## src/rtl/nesmx_loader_pkg.sv

```systemverilog
// Shared definitions for the boot-time flash-to-SPRAM ROM loader.
// Contents: loader FSM state enum, iNES header magic words, header size.
package nesmx_loader_pkg;

    typedef enum logic [2:0] {
        StIdle,
        StHdr0,
        StHdr1,
        StRead,
        StWrite,
        StDone,
        StErr
    } loader_state_e;

    // "NE" then "S\x1A", little-endian byte order as delivered by the reader.
    localparam logic [15:0] HDR_MAGIC0 = 16'h454E;
    localparam logic [15:0] HDR_MAGIC1 = 16'h1A53;
    localparam int unsigned HDR_BYTES  = 16;

endpackage

```

## src/rtl/flash_rom_loader.sv

```systemverilog
// Boot-time copier: requests WORDS 16-bit words from the SPI flash word reader
// and writes them sequentially into SPRAM, then holds done.
// Optional feature macro: NESMX_ROM_HDR_EN (check the iNES magic and skip the
// 16-byte header before copying; otherwise error is tied low).
// Ports:
//   clk, reset              clock, synchronous active-high reset
//   start                   pulse to begin a load (ignored while busy)
//   busy, done, error       status; done/error held until start or reset
//   flash_valid/addr        request to flash reader, held until flash_ready
//   flash_ready/rdata       one-cycle read-data pulse from flash reader
//   mem_wr/addr/wdata       SPRAM write port, held while mem_busy
//   mem_busy                SPRAM cannot accept a write this cycle
module flash_rom_loader
    import nesmx_loader_pkg::*;
#(
    parameter logic [23:0] FLASH_BASE = 24'h100000,
    parameter int unsigned WORDS      = 16384,
    parameter int unsigned MEM_AW     = 14
) (
    input  logic              clk,
    input  logic              reset,
    input  logic              start,
    output logic              busy,
    output logic              done,
    output logic              error,
    output logic              flash_valid,
    output logic [23:0]       flash_addr,
    input  logic              flash_ready,
    input  logic [15:0]       flash_rdata,
    output logic              mem_wr,
    output logic [MEM_AW-1:0] mem_addr,
    output logic [15:0]       mem_wdata,
    input  logic              mem_busy
);

    localparam int unsigned IDX_W = MEM_AW + 1;
    localparam logic [IDX_W-1:0] LAST_IDX = IDX_W'(WORDS - 1);
`ifdef NESMX_ROM_HDR_EN
    localparam logic [23:0] DATA_BASE = FLASH_BASE + 24'(HDR_BYTES);
`else
    localparam logic [23:0] DATA_BASE = FLASH_BASE;
`endif

    loader_state_e    state_q, state_d;
    logic [IDX_W-1:0] index_q, index_d;
    logic [15:0]      hold_q, hold_d;
    logic [23:0]      faddr_q, faddr_d;
    logic             fvalid_q, fvalid_d;
    logic             busy_q, busy_d;
    logic             done_q, done_d;
    logic             wr_q, wr_d;
    logic             fetch_ack;

    // Only a ready that answers an outstanding request counts.
    assign fetch_ack = fvalid_q & flash_ready;

    always_comb begin
        state_d = state_q;
        index_d = index_q;
        hold_d  = hold_q;
        faddr_d = faddr_q;
        case (state_q)
            StIdle, StDone, StErr: begin
                if (start) begin
                    index_d = '0;
`ifdef NESMX_ROM_HDR_EN
                    state_d = StHdr0;
                    faddr_d = FLASH_BASE;
`else
                    state_d = StRead;
                    faddr_d = DATA_BASE;
`endif
                end
            end
`ifdef NESMX_ROM_HDR_EN
            StHdr0: begin
                if (fetch_ack) begin
                    if (flash_rdata == HDR_MAGIC0) begin
                        state_d = StHdr1;
                        faddr_d = FLASH_BASE + 24'd2;
                    end else begin
                        state_d = StErr;
                    end
                end
            end
            StHdr1: begin
                if (fetch_ack) begin
                    if (flash_rdata == HDR_MAGIC1) begin
                        state_d = StRead;
                        faddr_d = DATA_BASE;
                    end else begin
                        state_d = StErr;
                    end
                end
            end
`endif
            StRead: begin
                if (fetch_ack) begin
                    hold_d  = flash_rdata;
                    state_d = StWrite;
                end
            end
            StWrite: begin
                if (!mem_busy) begin
                    if (index_q == LAST_IDX) begin
                        state_d = StDone;
                    end else begin
                        index_d = index_q + IDX_W'(1);
                        state_d = StRead;
                        faddr_d = DATA_BASE + 24'({index_d, 1'b0});
                    end
                end
            end
            default: state_d = StIdle;
        endcase

        // Registered strobes are decoded from the next state; dropping valid on
        // the ack cycle guarantees an idle cycle between consecutive requests.
        fvalid_d = ((state_d == StRead) || (state_d == StHdr0) || (state_d == StHdr1))
                   && !fetch_ack;
        busy_d   = !((state_d == StIdle) || (state_d == StDone) || (state_d == StErr));
        done_d   = (state_d == StDone);
        wr_d     = (state_d == StWrite);
    end

    always_ff @(posedge clk) begin
        if (reset) begin
            state_q  <= StIdle;
            index_q  <= '0;
            hold_q   <= '0;
            faddr_q  <= '0;
            fvalid_q <= 1'b0;
            busy_q   <= 1'b0;
            done_q   <= 1'b0;
            wr_q     <= 1'b0;
        end else begin
            state_q  <= state_d;
            index_q  <= index_d;
            hold_q   <= hold_d;
            faddr_q  <= faddr_d;
            fvalid_q <= fvalid_d;
            busy_q   <= busy_d;
            done_q   <= done_d;
            wr_q     <= wr_d;
        end
    end

`ifdef NESMX_ROM_HDR_EN
    logic error_q;
    always_ff @(posedge clk) begin
        if (reset) begin
            error_q <= 1'b0;
        end else begin
            error_q <= (state_d == StErr);
        end
    end
    assign error = error_q;
`else
    assign error = 1'b0;
`endif

    assign busy        = busy_q;
    assign done        = done_q;
    assign flash_valid = fvalid_q;
    assign flash_addr  = faddr_q;
    assign mem_wr      = wr_q;
    assign mem_addr    = index_q[MEM_AW-1:0];
    assign mem_wdata   = hold_q;

endmodule

```

## config.mk

```make
export PLATFORM = sky130hd
export DESIGN_NAME = flash_rom_loader
export DESIGN_NICKNAME = d
export VERILOG_FILES = /design/src/rtl/nesmx_loader_pkg.sv /design/src/rtl/flash_rom_loader.sv
export SDC_FILE = /design/constraint.sdc
export NUM_CORES = 1
export LEC_CHECK = 0
export CAP_MARGIN = 20
export CELL_PAD_IN_SITES_DETAIL_PLACEMENT = 0
export CELL_PAD_IN_SITES_GLOBAL_PLACEMENT = 2
export CORE_UTILIZATION = 23
export DETAILED_ROUTE_END_ITERATION = 8
export PLACE_DENSITY = 0.8
export SKIP_LAST_GASP = 1
export SLEW_MARGIN = 5
export SYNTH_ARGS = -nofsm -noshare
export SYNTH_HDL_FRONTEND = slang
export SYNTH_SLANG_ARGS = --single-unit
```

## constraint.sdc

```tcl
create_clock -name clk -period 2.8 [get_ports clk]
set_clock_uncertainty 0.2 [all_clocks]
set_input_delay 0.56 -clock clk [delete_from_list [all_inputs] [get_ports clk]]
set_output_delay 0.56 -clock clk [all_outputs]
set_load 0.03 [all_outputs]
```

==> summary.txt, run 1 <==
Outcome
  – Status: finished clean

Synth
  – Yosys warning count: 0
  – Area leader, netlist: dfxtp_1
  – Ys async rst share: 0%
  – Yosys top cell area share: 40.8%
  – Sequential area share after synthesis: 40.8%
  – Commonest cells in the netlist: nand2_1 (42), dfxtp_1 (39), a21oi_1 (27)
  – Count leader, synth: nand2_1
  – Synth area leaders: dfxtp_1 (41%), buf_4 (9.4%), nand2_1 (8.2%)
  – Simple-gate share of the synthesized area: 25.9%
  – Netlist cell types: 45
  – Post-synth EDFFs: 0
  – Largest family of logic cells by synthesized area: simple AND/OR/NAND/NOR gates
  – Multiplexer share of the synthesized area: 1.11%
  – Number of synthesized register bits: 39
  – Synth Area in XOR/XNOR: 0.915%
  – Post-Synthesis Cells: 236
  – Main synth FF type: dfxtp_1
  – Adder-cell share of the synthesized area: 0.654%
  – Post-synthesis compound-gate area fraction: 17.8%
  – Mapped Area: 1910 um2
  – Post-Synthesis Mean Instance Area: 8.11 um2

Power
  – Sw frac: 25.3%
  – Internal: 0.000898 W
  – Design Power: 0.00120 W
  – Lkg Pwr: 0.969 nW
  – Comb pwr share: 12.9%
  – Sequential share of power: 47.8%
  – Maximum vdd drop: 0.168 mV
  – Clk network pwr share: 39.3%
  – Power density over the cells: 440 nW/um2
  – Sw Pwr: 0.000304 W

Final layout
  – Fin cells: 399
  – Fill cell count: 838
  – FF+latch area: 781 um2
  – Finished Cell Area: 2730 um2
  – Share of cells above drive strength 1: 8.08%
  – N_diodes: 0
  – Multi-input logic area: 922 um2
  – Core Util, Final: 34.6%
  – Fin nets: 318
  – P&R area growth vs syn: 42.6%

Worst setup path
  – Critical path, cell by cell: clkdlybuf4s50_1, nand2b_1, a311o_1, a22o_4, or4_1, a21oi_1
  – Crit path launch type: input pin
  – Worst setup path class: in2reg
  – Peak fanout along the critical path: 19
  – Slowest cell on crit path: a311o_1
  – Largest stage delay on the critical path: 0.43 ns
  – Worst EP required: 2.82 ns
  – Setup crit end kind: register
  – Critical path data arrival time: 2.45 ns

Clocking
  – H-Tree Depth: 2
  – CTS tree: built
  – Clk buf depth: 2
  – CTS Sinks: 39
  – TritonCTS Buffers: 5
  – Clk slew on worst S/H paths: 0.08 ns
  – CTS root buf: clkbuf_8
  – Clk_lat worst skew: 0.29 ns
  – Cts repair resizes: 0
  – Setup Fix Bufs, Post-CTS: 0
  – Hold-fix buffers, CTS: 0

Detailed routing
  – DR vias: 1755
  – Post-Route WL: 4.92 mm
  – First DRT Iteration DRCs: 33
  – First drt pass iteration count: 4
  – Vias per cell: 4.40
  – Routed length per instance: 12.3 um
  – DRC errors left: 0
  – ANT nets after route: 0

Hold path
  – HP Class: reg2reg

Floorplanning
  – Width of the die: 93.2 um
  – Chip height: 93.2 um
  – Io pins: 80
  – Core Footprint: 7890 um2
  – Initial Util: 24.3%
  – Die area: 8690 um2
  – Row cnt: 32

Timing
  – Minimum clock period: 2.43 ns
  – Tcrit/Tclk final: 86.8%
  – Final setup vio count: 0
  – Setup TNS: 0 ns
  – Fin. Hold Viols: 0
  – Fin. max-slew vios: 0
  – RSZ-0062 raised after global routing: no
  – FMAX: 412 MHz

GRT
  – Vias in the first global route: 1677
  – Pin count of the biggest net entering global routing: 27
  – Initial antenna violation count: 0
  – Global-route wire length before repair: 8.00 mm
  – All-layer global routing usage: 11.7%
  – GRT overflow: 0

Place
  – Port Buffers: 70
  – DP Area: 2620 um2
  – Final Wtd Congestion: 0.778
  – Placed cells: 391
  – Dpl hpwl: 3.48 mm

Flow run
  – Max-cap viol count: 0
==> cells in the final DEF, fill, tap and decap left out, types with 2 or more instances in the layout <==
cell type        instances
nor3_1                   2
nor2b_1                  2
a22oi_1                  2
and3_1                   6
clkbuf_8                 5
nand2b_1                 4
or4_1                    2
nand2_1                 42
inv_1                    2
a21o_1                   2
or3_1                    7
a211oi_1                 3
conb_1                   9
nand4_1                  3
nand3_1                 10
a31oi_1                  2
xnor2_1                  2
nand3b_1                 3
nor2_1                  10
buf_4                   10
o31ai_1                  2
o21ai_0                  9
dfxtp_1                 39
clkdlybuf4s50_1         70
a21oi_1                 27
==> worst paths after layout <==
kind                startpoint      endpoint  slack [ns]  cells after the start
setup / recovery      mem_busy    index_q[7]        0.37                      6
hold / removal    mem_wdata[9]  mem_wdata[9]        0.26                      2
hold reg to reg   mem_wdata[9]  mem_wdata[9]        0.26                      2
setup reg to reg    state_q[2]    index_q[7]        0.51                      5
==> critical path, delay by kind of cell <==
family,cells,cell delay [ns]
AOI/OAI and AO/OA,3,0.90
buffers and inverters,1,0.42
and+or+nand+nor,2,0.56
==> power by group through the flow <==
stage	sequential (W)	combinational [W]	clock, W
floorplan	0.000595	0.0000930	0
global placement	0.000588	0.000156	0
detailed placement	0.000588	0.000156	0
CTS	0.000575	0.000157	0.000494
global route	0.000577	0.000168	0.000519
finish	0.000575	0.000155	0.000472
==> layout make-up <==
class / instances / area share, %
multi-input combinational: 167 / 33.8
tap: 102 / 4.67
timing repair buffer: 80 / 28.4
clock inverter: 3 / 1.60
sequential: 39 / 28.6
clock buffer: 5 / 2.52
inverter: 3 / 0.412
==> registers in the layout (all words and copies together) (netlist names) <==
signal,count
mem_wr,1
flash_addr,2
busy,1
mem_wdata,16
flash_valid,1
done,1
index_q,14
state_q,3
==> logic make-up (layout without fill, tap and decap cells) <==
kind of cell	Yosys count	after routing
buffers and inverters	38	91
adder cells (fa/ha/maj)	1	1
AND/OR/NAND/NOR	99	99
flip-flops	39	39
XOR/XNOR	2	2
multiplexers	2	2
other	1	9
AO/OA/AOI/OAI	54	54
==> layer usage <==
metal  GRT usage (%)  up-vias  share of wire, %  wire length, um
met4            4.62        0               1.6               79
met2            17.9       55                45             2190
met3            2.93        4               4.8              234
li1                -      908                 -                -
met5               0        -                 0                0
met1            15.7      788                49             2420
==> per-stage QoR <==
step	setup WS, ns	hold WS, ns
after detailed placement	0.0817	0.247
after global routing	0.308	0.280
after floorplan	0.543	0.375
after global placement	0.117	0.242
after CTS	0.376	0.258
final	0.370	0.257
Power figures use the tool's default switching activity.
==> inputs of run 2 (changes only) <==
--- a/config.mk
+++ b/config.mk
@@ -6,9 +6,8 @@
 export NUM_CORES = 1
 export LEC_CHECK = 0
 export CAP_MARGIN = 20
-export CELL_PAD_IN_SITES_DETAIL_PLACEMENT = 0
-export CELL_PAD_IN_SITES_GLOBAL_PLACEMENT = 2
-export CORE_UTILIZATION = 23
+export CORE_UTILIZATION = 42
+export CTS_CLUSTER_DIAMETER = 200
 export DETAILED_ROUTE_END_ITERATION = 8
 export PLACE_DENSITY = 0.8
 export SKIP_LAST_GASP = 1
==> run 2 against run 1 <==
Power is 8.4% lower. Largest power group unchanged. Sequential share of layout area is 1.1 points higher. Wire length is 11% lower. Highest routed layer unchanged. Cell count is 13% lower. Largest cell class unchanged.
==> summary.txt, run 2 (synthesized netlist as in run 1, its figures left out) <==
GRT
  – Initial antenna violation count: 0 (unchanged)
  – GRT overflow: 0 (unchanged)
  – Global-route wire length before repair: 6.73 mm (-16%)
  – GRT met3 Usage: 3.49% (+0.56 points)
  – Most crowded layer after global routing: met2
  – Met2 Use GR: 27.6% (+9.7 points)
  – Pin count of the biggest net entering global routing: 20 (-26%)
  – Vias in the first global route: 1479 (-12%)
  – All-layer global routing usage: 17.1% (+5.4 points)
  – GRT met1 Usage: 22.0% (+6.2 points)

Timing
  – Final setup vio count: 0 (unchanged)
  – FMAX: 420 MHz (+2.0%)
  – Fin. Hold Viols: 0 (unchanged)
  – Tcrit/Tclk final: 85.1% (-1.7 points)
  – Minimum clock period: 2.38 ns (-0.0479 ns)
  – Setup WS post-layout: 0.418 ns (+0.0479 ns)
  – Setup TNS: 0 ns (unchanged)
  – Fin. max-slew vios: 0 (unchanged)
  – RSZ-0062 raised after global routing: no

Clocking
  – H-Tree Depth: 2 (unchanged)
  – Hold-fix buffers, CTS: 0 (unchanged)
  – TritonCTS Buffers: 5 (unchanged)
  – Cts repair resizes: 0 (unchanged)
  – Clk slew on worst S/H paths: 0.08 ns (about the same)
  – Clk buf depth: 2 (unchanged)
  – CTS root buf: clkbuf_8
  – CTS Sinks: 39 (unchanged)
  – Setup Fix Bufs, Post-CTS: 0 (unchanged)
  – Clk_lat worst skew: 0.29 ns (about the same)
  – CTS tree: built

Final layout
  – Share of cells above drive strength 1: 7.43% (-0.65 points)
  – Fill cell count: 393 (-53%)
  – Fin cells: 348 (-13%)
  – Most common cell after layout, fill and taps aside: clkdlybuf4s50_1
  – Core Util, Final: 60.5% (+26 points)
  – Max reg flops: 16 (unchanged)
  – Fin nets: 317 (-0.31%)
  – Most frequent cells in the layout: clkdlybuf4s50_1 (70), nand2_1 (42), dfxtp_1 (39)
  – Finished Cell Area: 2630 um2 (-3.6%)
  – N_diodes: 0 (unchanged)
  – P&R area growth vs syn: 37.5%

Worst setup path
  – Setup crit end kind: register
  – Worst setup path class: in2reg
  – Peak fanout along the critical path: 19 (unchanged)
  – Critical path data arrival time: 2.41 ns (-0.04 ns)
  – Reg2Reg Setup Slack: 0.54 ns (+0.03 ns)
  – Crit path launch type: input pin
  – Worst EP required: 2.82 ns (about the same)

Place
  – Placed cells: 340 (-13%)
  – Final Wtd Congestion: 0.792 (+1.9%)
  – Pre-CTS WS: 0.120 ns (+0.0380 ns)
  – Port Buffers: 70 (unchanged)
  – DP Area: 2550 um2 (-2.7%)
  – Dpl hpwl: 3.12 mm (-10%)

Floorplanning
  – Initial Util: 44.0% (+20 points)
  – Core Footprint: 4350 um2 (-45%)
  – Width of the die: 69.5 um (-25%)
  – Chip height: 69.5 um (-25%)
  – Row cnt: 24 (-25%)
  – Die area: 4830 um2 (-44%)
  – Io pins: 80 (unchanged)

Detailed routing
  – First drt pass iteration count: 4 (unchanged)
  – DR vias: 1802 (+2.7%)
  – DRC errors left: 0 (unchanged)
  – Vias per cell: 5.18 (+18%)
  – ANT nets after route: 0 (unchanged)
  – Post-Route WL: 4.40 mm (-11%)
  – Routed length per instance: 12.6 um (+2.5%)
  – First DRT Iteration DRCs: 85 (+160%)

Power
  – Maximum vdd drop: 0.260 mV (+54%)
  – Power density over the cells: 418 nW/um2 (-5.0%)
  – Lkg Pwr: 0.946 nW (-2.3%)

Hold path
  – HP Class: reg2reg

Flow run
  – Max-cap viol count: 0 (unchanged)

Outcome
  – Status: finished clean
## run 2: cell count changes in the layout (fill, tap and decap cells not counted), sizes merged
| cell | delta |
|---|---|
| buf | -1 |
| bufinv | -1 |
| clkbuf | +1 |
| clkinv | -1 |
| clkinvlp | +1 |
## run 2: path summary, 6_finish.rpt
kind | start | end | cells past startpoint
setup / recovery | mem_busy | index_q[7] | 6
hold / removal | mem_wdata[6] | mem_wdata[6] | 2
setup reg to reg | index_q[1] | busy | 7
hold reg to reg | mem_wdata[6] | mem_wdata[6] | 2
## run 2: layout make-up
type	instances	area, um2	share of cell area, %
multi-input cells	167	922	35.0
repair buffers	79	768	29.2
clock inverters	2	12.5	0.475
flip-flops and latches	39	781	29.7
inverters	3	11.3	0.428
clock buffers	6	72.6	2.76
well taps	52	65.1	2.47
## run 2: power by group
group	leakage, nW	total [W]	switching, W	internal, W
Combinational	0.590	0.000152	0.0000841	0.0000683
Clock	0.0412	0.000374	0.000200	0.000174
Sequential	0.315	0.000574	0.0000105	0.000564
Total	0.946	0.00110	0.000295	0.000806
## run 2: critical path, stage by stage
cell,delay (ns)
clkdlybuf4s50_1,0.41
nand2b_1,0.15
a311o_1,0.43
a22o_4,0.31
or4_1,0.40
a21oi_1,0.14
## run 2: per-layer routing
metal | wire (um) | share of wire [%]
met1 | 2000 | 45
met2 | 2100 | 48
met3 | 200 | 4.5
met4 | 102 | 2.3
met5 | 0 | 0
## run 2: through the flow
| step | hold slack (ns) | total power [W] |
|---|---|---|
| 5_1_grt | 0.278 | 0.00114 |
| 3_5_place_dp | 0.246 | 0.000740 |
| 2_1_floorplan | 0.375 | 0.000688 |
| 3_3_place_gp | 0.241 | 0.000738 |
| 6_report | 0.255 | 0.00110 |
| 4_1_cts | 0.257 | 0.00111 |
==> RTL edit 1 (config.mk and constraints of run 1) <==
Take the reset off `hold_q` and `faddr_q` and load them in a clocked block of their own.
--- a/src/rtl/flash_rom_loader.sv
+++ b/src/rtl/flash_rom_loader.sv
@@ -128,6 +128,4 @@
             state_q  <= StIdle;
             index_q  <= '0;
-            hold_q   <= '0;
-            faddr_q  <= '0;
             fvalid_q <= 1'b0;
             busy_q   <= 1'b0;
@@ -137,6 +135,4 @@
             state_q  <= state_d;
             index_q  <= index_d;
-            hold_q   <= hold_d;
-            faddr_q  <= faddr_d;
             fvalid_q <= fvalid_d;
             busy_q   <= busy_d;
@@ -144,4 +140,9 @@
             wr_q     <= wr_d;
         end
+    end
+
+    always_ff @(posedge clk) begin
+        hold_q  <= hold_d;
+        faddr_q <= faddr_d;
     end
 
Behaviour: not the same (Yosys sat finds a counterexample within 4 cycles, from zero or initial values and one cycle with reset high).
==> RTL edit 1 against run 1 <==
Wire length up 22%; final area increased by 24%; power is 25% higher; final cell count grew 11%; core utilization decreased by 2.1 points; fmax increased by 0.41%; synthesized cell count rose by 2.1%; first-iteration DRC count increased to 4.8 times the old value; worst setup slack better by 0.0099 ns; synthesized area rose by 30%; sequential cell count grew 14; count of clock-buffer cells in the layout increased by 1.
==> RTL edit 1: results (changes against run 1) <==
* EDFF count, synth at 31 (+31)
* Final instance area at 0.00338 sq mm (+24%)
* Library cells used by synthesis at 44 (-2.2%)
* Placed insts at 434 (+11%)
* Post-placement worst setup slack at 0.175 ns (+0.0936 ns)
* Layout cell share with drive strength beyond 1 at 10.5% (+2.4 points)
* Worst Path Arrival at 2.43 ns (-0.02 ns)
* Port Buf Inserts at 69 (-1.4%)
* DP Wirelength at 4390 um (+26%)
* Leakage at 0.00111 uW (+15%)
* Sequential-to-total area share from yosys stat at 55.0% (+14 points)
* Via count at 1922 (+9.5%)
* GRT Util Overall at 10.8% (-0.87 points)
* DR vias/cell at 4.35 (-1.1%)
* Mean Syn Cell Area at 10.3 sq um (+27%)
* Run status: complete, no violations
* Placed Instance Area at 0.00329 sq mm (+26%)
* Synth cell count leaders: edfxtp_1 (31), buf_4 (24), nor2_1 (23)
* Synth area leaders: edfxtp_1 (37%), dfxtp_1 (18%), buf_4 (7.2%)
* Layout Nets at 327 (+2.8%)
* Maximum vdd ir drop at 0.000167 V (-0.87%)
* Latest clock arrival within the worst-skew pair at 0.31 ns (+0.02 ns)
* Avg WL per Cell at 13.6 um (+9.9%)
* Vias in the first global route at 1822 (+8.6%)
* GPL Wtd Cong at 0.754 (-3.0%)
RTL edit 1: kinds of logic after synthesis:
family                   synth area share [%]
flip-flops                               55.0
AO/OA/AOI/OAI                            11.7
other                                   0.301
XOR/XNOR                                 4.22
adder cells (fa/ha/maj)                 0.502
multiplexers                            0.402
AND/OR/NAND/NOR                          17.9
buffers and inverters                    9.94
RTL edit 1: path summary, 6_finish.rpt:
kind | to | slack (ns) | startpoint
max | flash_valid | 0.38 | index_q[6]
min | index_q[14] | 0.30 | index_q[14]
max reg2reg | flash_valid | 0.38 | index_q[6]
min reg2reg | index_q[14] | 0.30 | index_q[14]
RTL edit 1: cell type report:
| class | count | area [sq um] |
|---|---|---|
| inverter | 6 | 22.5 |
| multi-input combinational | 155 | 908 |
| clock buffer | 6 | 82.6 |
| timing repair buffer | 84 | 816 |
| clock inverter | 2 | 13.8 |
| fill | 1057 | 7030 |
| tap | 136 | 170 |
| sequential | 53 | 1370 |
RTL edit 1: per-layer routing:
| layer | wire length (um) | GRT usage [%] |
|---|---|---|
| met1 | 2810 | 14.3 |
| met2 | 2820 | 17.2 |
| met3 | 275 | 2.51 |
| met4 | 89 | 3.87 |
| met5 | 0 | 0 |
RTL edit 1: critical path: stages (launching register included):
cell	delay, ns
dfxtp_1	0.47
nand4_4	0.21
or4_4	0.62
or2_0	0.41
and2_1	0.24
and4b_1	0.18
RTL edit 1: where the power goes:
group	total (uW)	switching (uW)	leakage [uW]	internal, uW
registers	854	10.9	0.000471	843
clock network	461	260	0.0000512	201
logic	189	109	0.000590	79.8
total	1500	379	0.00111	1120
==> RTL edit 2 (flow settings as in run 1) <==
Without the edit above. Build with the macro `NESMX_ROM_HDR_EN` defined.
--- a/src/rtl/flash_rom_loader.sv
+++ b/src/rtl/flash_rom_loader.sv
@@ -11,4 +11,6 @@
 //   mem_wr/addr/wdata       SPRAM write port, held while mem_busy
 //   mem_busy                SPRAM cannot accept a write this cycle
+`define NESMX_ROM_HDR_EN
+
 module flash_rom_loader
     import nesmx_loader_pkg::*;
Check against the original RTL: not equivalent (Yosys sat finds a counterexample within 4 cycles, from zero or initial values and one cycle with reset high).
==> RTL edit 2 against run 1 <==
Synthesized area up 73%; final area is 59% higher; die area increased by 71%; sequential cell count grew 17; wire length grew 93%; power increased by 42%; first-iteration DRC count grew to 6.3 times the old value; worst setup slack got worse by 0.080 ns.
==> RTL edit 2: results (changes against run 1) <==
* Run status: complete, no violations
* DRT met1 WL at 4290 um (+77%)
* First-pass GRT wire length at 15200 um (+89%)
* Leakage at 0.00155 uW (+60%)
* Synth area leaders: dfxtp_1 (34%), nand2_1 (6.7%), a21oi_1 (6.0%)
* Largest net degree at the start of global routing at 24 (-11%)
* Hold_sp: flash_addr[20]
* Met3 usage at 4.26% (+1.3 points)
* DP Wirelength at 7150 um (+110%)
* Via count at 3074 (+75%)
* Hold EP: flash_addr[20]
* Post-placement worst setup slack at -0.0165 ns (-0.0982 ns)
* Crit-path max FO at 12 (-7)
* Placed insts at 643 (+64%)
* CP max-delay cell: ha_1
* Mean Syn Cell Area at 8.18 sq um (+0.81%)
* Sequential-to-total area share from yosys stat at 33.8% (-6.9 points)
* Routed wire length at 9490 um (+93%)
* GRT Util Overall at 13.1% (+1.3 points)
* Layout Nets at 493 (+55%)
* Placed Instance Area at 0.00419 sq mm (+60%)
* Maximum vdd ir drop at 0.000212 V (+26%)
* Root Buffer: clkbuf_16
* Clock network power at 645 uW (+37%)
* Sw frac at 25.7% (+0.41 points)
* Pwr dens at 393 mW/mm^2 (-11%)
* GR Layer Usage met1 at 16.6% (+0.90 points)
* Worst Path Arrival at 2.52 ns (+0.07 ns)
* Port Buf Inserts at 72 (+2.9%)
* Crit-path leading delay family: adder cells
* Min Hold Slack at 0.250 ns (-0.00603 ns)
* Vias in the first global route at 2943 (+75%)
* Clk pin slew, worst setup/hold paths at 0.07 ns
* Cell depth of the worst flop-to-flop path at 8 (+3)
* Met2 global-route usage at 21.0% (+3.1 points)
* Final Util at 31.0% (-3.6 points)
* Library cells used by synthesis at 63 (+40%)
* GPL Wtd Cong at 0.810 (+4.1%)
* Initial DRC Count at 209 (+530%)
* Wire length on met3 at 725 um (+210%)
* Final cell count without fillers at 651 (+63%)
* Worst r2r dst: flash_addr[14]
* Reg2Reg Setup Slack at 0.29 ns (-0.22 ns)
* Crit share post-route at 89.6% (+2.9 points)
* Met2 WL at 4410 um (+100%)
* Critical path startpoint: index_q[0]
RTL edit 2: cell count changes in the layout (fill, tap and decap cells not counted), sizes merged, moves of 5 or more:
cell	change
buf	+20
dfxtp	+17
nand2	+17
nor2	+17
a21oi	+14
xor2	+13
o21ai	+11
nor3	+10
nor4	+9
a22o	+5
nand3b	+5
RTL edit 2: kinds of logic (layout without fill, tap and decap cells):
| family | count (synthesis) | in the layout | share of synthesized area, % |
|---|---|---|---|
| flip-flops | 56 | 56 | 33.8 |
| adder cells (fa/ha/maj) | 2 | 2 | 0.755 |
| other | 1 | 7 | 0.113 |
| buffers and inverters | 56 | 116 | 9.97 |
| multiplexers | 2 | 2 | 0.604 |
| XOR/XNOR | 17 | 17 | 4.50 |
| AND/OR/NAND/NOR | 172 | 172 | 29.1 |
| AO/OA/AOI/OAI | 99 | 99 | 21.1 |
RTL edit 2: cell type report:
cell class,count,area share [%]
multi-input combinational,299,43.4
sequential,56,25.9
timing repair buffer,101,21.5
tap,180,5.19
clock buffer,8,3.38
inverter,7,0.606
